`src/rtl/regfile_wr_pkg.sv`:
```
// regfile_wr_pkg: shared sizes, FSM state type and parity helper for the register bank write controller
package regfile_wr_pkg;
    localparam int ADDR_W   = 4;
    localparam int DATA_W   = 32;
    localparam int NUM_REGS = 2 ** ADDR_W;

    typedef enum logic {IDLE, DATA} wr_state_t;

    // Even parity: the parity bit equals the XOR of all data bits
    function automatic logic par_ok(input logic [DATA_W-1:0] data, input logic par);
        return (^data) == par;
    endfunction
endpackage

```
`src/rtl/regfile_wr_ctrl_if.sv`:
```
// regfile_wr_ctrl_if: command and write-data channels of the register bank write controller
// wdata_par exists only when REGFILE_WR_PARITY_EN is defined
interface regfile_wr_ctrl_if;
    import regfile_wr_pkg::*;
    logic              cmd_valid;
    logic              cmd_ready;
    logic [ADDR_W-1:0] cmd_addr;
    logic [ADDR_W-1:0] cmd_len;
    logic              wdata_valid;
    logic              wdata_ready;
    logic [DATA_W-1:0] wdata;
`ifdef REGFILE_WR_PARITY_EN
    logic              wdata_par;
`endif

    modport master (
        output cmd_valid, cmd_addr, cmd_len, wdata_valid, wdata,
`ifdef REGFILE_WR_PARITY_EN
        output wdata_par,
`endif
        input  cmd_ready, wdata_ready
    );

    modport slave (
        input  cmd_valid, cmd_addr, cmd_len, wdata_valid, wdata,
`ifdef REGFILE_WR_PARITY_EN
        input  wdata_par,
`endif
        output cmd_ready, wdata_ready
    );
endinterface

```
`src/rtl/regfile_wr_dec.sv`:
```
// regfile_wr_dec: combinational register index to one-hot strobe decoder with enable
module regfile_wr_dec
    import regfile_wr_pkg::*;
(
    input  logic                en,
    input  logic [ADDR_W-1:0]   addr,
    output logic [NUM_REGS-1:0] onehot
);
    assign onehot = en ? ({{(NUM_REGS-1){1'b0}}, 1'b1} << addr) : '0;
endmodule

```
`src/rtl/regfile_wr_ctrl.sv`:
```
// regfile_wr_ctrl: turns a write command plus a beat stream into registered one-hot loads with wrapping address
// Optional REGFILE_WR_PARITY_EN drops beats with bad even parity and flags a sticky err
module regfile_wr_ctrl
    import regfile_wr_pkg::*;
(
    input  logic                clk,
    input  logic                reset_n,
    regfile_wr_ctrl_if.slave    bus,
`ifdef REGFILE_WR_PARITY_EN
    input  logic                err_clr,
    output logic                err,
`endif
    output logic [NUM_REGS-1:0] load,
    output logic [DATA_W-1:0]   data_out,
    output logic                busy,
    output logic                done
);
    wr_state_t             state, state_nxt;
    logic [ADDR_W-1:0]     cur_addr, remaining;
    logic                  cmd_fire, beat, last, ok, write;
    logic [NUM_REGS-1:0]   onehot;

    assign cmd_fire = (state == IDLE) && bus.cmd_valid;
    assign beat     = (state == DATA) && bus.wdata_valid;
    assign last     = remaining == '0;
`ifdef REGFILE_WR_PARITY_EN
    assign ok       = par_ok(bus.wdata, bus.wdata_par);
`else
    assign ok       = 1'b1;
`endif
    assign write    = beat && ok;

    // Ready/busy come straight from the state register, never from a valid
    assign bus.cmd_ready   = state == IDLE;
    assign bus.wdata_ready = state == DATA;
    assign busy            = state == DATA;

    regfile_wr_dec u_dec (
        .en     (write),
        .addr   (cur_addr),
        .onehot (onehot)
    );

    always_comb begin
        state_nxt = state;
        state_nxt = cmd_fire ? DATA : (beat && last) ? IDLE : state;
    end

    always_ff @(posedge clk or negedge reset_n) begin
        if (!reset_n) begin
            state     <= IDLE;
            cur_addr  <= '0;
            remaining <= '0;
            load      <= '0;
            data_out  <= '0;
            done      <= 1'b0;
        end else begin
            state <= state_nxt;
            load  <= onehot;
            done  <= beat && last;
            if (write)
                data_out <= bus.wdata;
            if (cmd_fire) begin
                cur_addr  <= bus.cmd_addr;
                remaining <= bus.cmd_len;
            end else if (beat) begin
                cur_addr  <= cur_addr + ADDR_W'(1);
                remaining <= last ? remaining : remaining - ADDR_W'(1);
            end
        end
    end

`ifdef REGFILE_WR_PARITY_EN
    // A coinciding mismatch beats a clear
    always_ff @(posedge clk or negedge reset_n) begin
        if (!reset_n)
            err <= 1'b0;
        else if (beat && !ok)
            err <= 1'b1;
        else if (err_clr)
            err <= 1'b0;
    end
`endif
endmodule
```
`src/flat_wrapper.sv`:
```
// flat-port wrapper written by rule: the top's interface ports become plain ports
module regfile_wr_ctrl_flat import regfile_wr_pkg::*;
  (clk, reset_n, load, data_out, busy, done, bus_cmd_valid, bus_cmd_addr, bus_cmd_len, bus_wdata_valid, bus_wdata, bus_cmd_ready, bus_wdata_ready);
  regfile_wr_ctrl_if bus_i ();
  input  logic clk;
  input  logic reset_n;
  output logic [NUM_REGS-1:0] load;
  output logic [DATA_W-1:0] data_out;
  output logic busy;
  output logic done;
  input wire logic [$bits(bus_i.cmd_valid)-1:0] bus_cmd_valid;
  input wire logic [$bits(bus_i.cmd_addr)-1:0] bus_cmd_addr;
  input wire logic [$bits(bus_i.cmd_len)-1:0] bus_cmd_len;
  input wire logic [$bits(bus_i.wdata_valid)-1:0] bus_wdata_valid;
  input wire logic [$bits(bus_i.wdata)-1:0] bus_wdata;
  output wire logic [$bits(bus_i.cmd_ready)-1:0] bus_cmd_ready;
  output wire logic [$bits(bus_i.wdata_ready)-1:0] bus_wdata_ready;
  assign bus_i.cmd_valid = bus_cmd_valid;
  assign bus_i.cmd_addr = bus_cmd_addr;
  assign bus_i.cmd_len = bus_cmd_len;
  assign bus_i.wdata_valid = bus_wdata_valid;
  assign bus_i.wdata = bus_wdata;
  assign bus_cmd_ready = bus_i.cmd_ready;
  assign bus_wdata_ready = bus_i.wdata_ready;
  regfile_wr_ctrl u_core (.clk(clk), .reset_n(reset_n), .bus(bus_i), .load(load), .data_out(data_out), .busy(busy), .done(done));
endmodule
```
`config.mk`:
```
export PLATFORM = sky130hd
export DESIGN_NAME = regfile_wr_ctrl_flat
export DESIGN_NICKNAME = d
export VERILOG_FILES = /design/src/rtl/regfile_wr_pkg.sv /design/src/rtl/regfile_wr_ctrl_if.sv /design/src/rtl/regfile_wr_dec.sv /design/src/rtl/regfile_wr_ctrl.sv /design/src/flat_wrapper.sv
export SDC_FILE = /design/constraint.sdc
export NUM_CORES = 1
export LEC_CHECK = 0
export CAP_MARGIN = 20
export CORE_ASPECT_RATIO = 1.4
export CORE_MARGIN = 3
export CORE_UTILIZATION = 42
export CTS_CLUSTER_SIZE = 14
export DETAILED_ROUTE_END_ITERATION = 10
export PLACE_DENSITY = 0.79
export SLEW_MARGIN = 20
export SYNTH_ARGS = -nofsm -noshare
export SYNTH_HDL_FRONTEND = slang
export SYNTH_SLANG_ARGS = --single-unit
```
`constraint.sdc`:
```
create_clock -name clk -period 1.6 [get_ports clk]
set_input_delay 0.32 -clock clk [delete_from_list [all_inputs] [get_ports clk]]
set_output_delay 0.32 -clock clk [all_outputs]
set_load 0.02 [all_outputs]
```
==> results.toml <==
[drt]
routedWlPerCell_microns = 13.4
wl_met3_microns = 332
wirelength_microns = 5590
num_vias = 2000
vias_per_cell = 4.80
ant_nets = 0
wl_met2_microns = 3010
wl_met1_microns = 2070
drtPass1Iterations = 5
post-route-drc-count = 0
initialDrtViolationCount = 88
highest_layer = "met4"

[cts]
cts_buffers = 9
h-tree-depth = 3
clk_latency_ns = 0.33
cts_buffer_depth = 2
clock_sinks = 58
cts.clk_slew.worst_paths_ns = 0.06
tritoncts = "done"
cts-root-buf = "clkbuf_8"

[worst_setup_path]
crit_buf_inv = 1
cp_slowest_cell = "clkdlybuf4s50_1"
path_class = "reg -> out"
r2r-start = "u_core.remaining[1]"
slowest_delay_ns = 0.59
cp_data_required_time_ns = 1.28
path_cells = "clkdlybuf4s50_1"
start_kind = "flip-flop"
r2r_setup_slack_ns = 0.08
r2r.worst_path.cells = 6
path_max_fanout = 1
critPathTopFamily = "buffers and inverters"
regToRegEndpoint = "u_core.remaining[0]"
cp_data_arrival_time_ns = 1.23
endpoint_kind = "primary output"

[synth]
synthesis.nets = 290
yosysSeqAreaShare = 0.621
ys.warnings.count = 0
synth_cell_types = 26
synth_edf_count = 0
synth_ff_type = "dfrtp_1"
syn_inst = 238
synth_seq_cells = 58
synthArstFlopShare = 1.00
syn_area_sq_um = 2340
synth_area_per_cell_sq_um = 9.82

[min_path]
hp-start = "u_core.data_out[27]"
hold_path_end = "u_core.data_out[27]"
hold_path_class = "reg -> reg"
hold-path-cell-count = 2

[power]
switching_share = 0.377
powerDensity_nw_per_um2 = 1600
leakage_nw = 2.05
power_w = 0.00577
p_switching_w = 0.00218
cell_internal_pwr_w = 0.00360
p_seq_frac = 0.384
peakVddDrop_mv = 1.14
comb_power_share = 0.399
pwr-share-clk = 0.217

[floorplan]
dieArea_sq_um = 6510
start_util = 0.443
num_rows = 31
ios = 96
dieWidth_microns = 69.0
coreArea_sq_um = 5280
fp.dieH_microns = 94.3

[grt]
grt_max_degree = 59
grt_pass1_vias = 1970
antenna_found_initial = 0
grt_overflow_total = 0
grt_usage = 0.180
grt_pass1_wl_microns = 9160

[timing]
setup_viol = 0
fin_ws_ns = 0.0458
fin_setup_tns_ns = 0
max_freq_mhz = 643
fin_crit_sh = 0.971
finalMaxSlewViolations = 0
layout_min_cycle_time_ns = 1.55
finClkSkew_ns = 0.00712
worst_slew_pin_slew_ns = 0.474
relSlewSlack = 0.684
hold_violations = 0

[layout]
regArea_sq_um = 1450
finalNetCount = 398
finalNonFillerCells = 417
drive_gt1_frac = 0.0912
multi_input_area_sq_um = 807
antenna_cells = 0
area_growth_pct = 54.2
fillers = 447

[place]
hpwl_microns = 4040
globalplace.congestion = 0.722
placedCellCount = 399
place.port_buffers = 95
pre_cts_ws_ns = -0.0544

[status]
status = "finished, final reports clean"

[job]
maxCapViolCount = 0
[routing by layer]
| metal | vias up | global-route usage |
|---|---|---|
| met5 | - | 0 |
| met4 | 0 | 0.0912 |
| li1 | 975 | - |
| met2 | 74 | 0.312 |
| met3 | 13 | 0.0642 |
| met1 | 938 | 0.193 |
[kinds of logic (layout without fill, tap and decap cells)]
kind of cell,Yosys count,count (layout),synth area share
buffers and inverters,18,131,0.0369
DFF,58,58,0.621
xor gates and xnor gates,1,1,0.00375
AOI/OAI and AO/OA,15,15,0.0412
adders and majority gates,8,8,0.0428
and+or+nand+nor,138,138,0.254
[through the flow]
step	hold WS [ns]	instance area, sq um	util
2_1_floorplan	0.0244	2340	-
3_3_place_gp	0.344	3410	0.647
3_5_place_dp	0.346	3410	0.647
4_1_cts	0.473	3560	0.676
5_1_grt	0.500	3600	0.683
6_report	0.466	3600	0.683
[power groups by stage]
stage | Clock [W] | Sequential [W] | Combinational [W]
finish | 0.00125 | 0.00222 | 0.00231
global route | 0.00136 | 0.00228 | 0.00254
CTS | 0.00128 | 0.00222 | 0.00231
detailed placement | 0 | 0.00225 | 0.00251
global placement | 0 | 0.00223 | 0.00244
floorplan | 0 | 0.00263 | 0.000916
[state kept, by name, summed over array words and instances, names as in the netlist]
| signal | count |
|---|---|
| u_core.data_out | 32 |
| u_core.load | 16 |
| u_core.cur_addr | 4 |
| u_core.remaining | 4 |
| u_core.bus.wdata_ready | 1 |
| u_core.done | 1 |
[synth_stat cells, types with 2 or more instances]
library cell / instances / area (sq um)
nor3_1: 3 / 15.0
nor2_1: 7 / 26.3
inv_1: 7 / 26.3
a31oi_1: 6 / 37.5
and3_1: 10 / 62.6
buf_2: 9 / 45.0
buf_4: 2 / 15.0
or3_1: 3 / 18.8
o21ai_0: 3 / 15.0
ha_1: 8 / 100
and2_1: 9 / 56.3
dfrtp_1: 58 / 1450
nand2_1: 99 / 372
nand3_1: 2 / 10.0
[layout make-up]
class,instances,area share
clock buffer,10,0.0354
clock inverter,6,0.0160
inverter,7,0.00729
multi-input combinational,162,0.224
sequential,58,0.403
tap,66,0.0229
timing repair buffer,108,0.292
[placed cells by master (no fill, tap or decap), types with 2 or more instances in the layout]
cell type / n
o21ai_0: 3
clkbuf_8: 9
and2_1: 9
and3_1: 10
nor2_1: 7
nand2_1: 99
a31oi_1: 6
inv_1: 7
dfrtp_1: 57
ha_1: 7
clkinv_2: 4
dlygate4sd2_1: 36
nor3_1: 3
clkdlybuf4s50_1: 48
nand3_1: 2
dlymetal6s2s_1: 10
or3_1: 3
buf_12: 2
buf_4: 10
[repair_timing]
| item | 4_1_cts | 5_1_grt |
|---|---|---|
| hold buffers | 1 | 0 |
| buffers inserted | 0 | 1 |
| pin swaps | 0 | 1 |
| endpoints found under the hold margin | 58 | 0 |
| resized for setup | 36 | 13 |
| setup endpoints to repair | 36 | 15 |
[worst max path at each step]
stage / startpoint / to / cells past startpoint
2_1_floorplan: u_core.remaining[0] / u_core.bus.wdata_ready / 5
3_3_place_gp: bus_wdata_valid / u_core.done / 4
3_5_place_dp: bus_wdata_valid / u_core.remaining[0] / 4
4_1_cts: u_core.load[2] / load[2] / 1
5_1_grt: u_core.remaining[1] / u_core.remaining[0] / 6
6_report: u_core.load[0] / load[0] / 1
No activity file was read; power rests on OpenSTA's default activity.
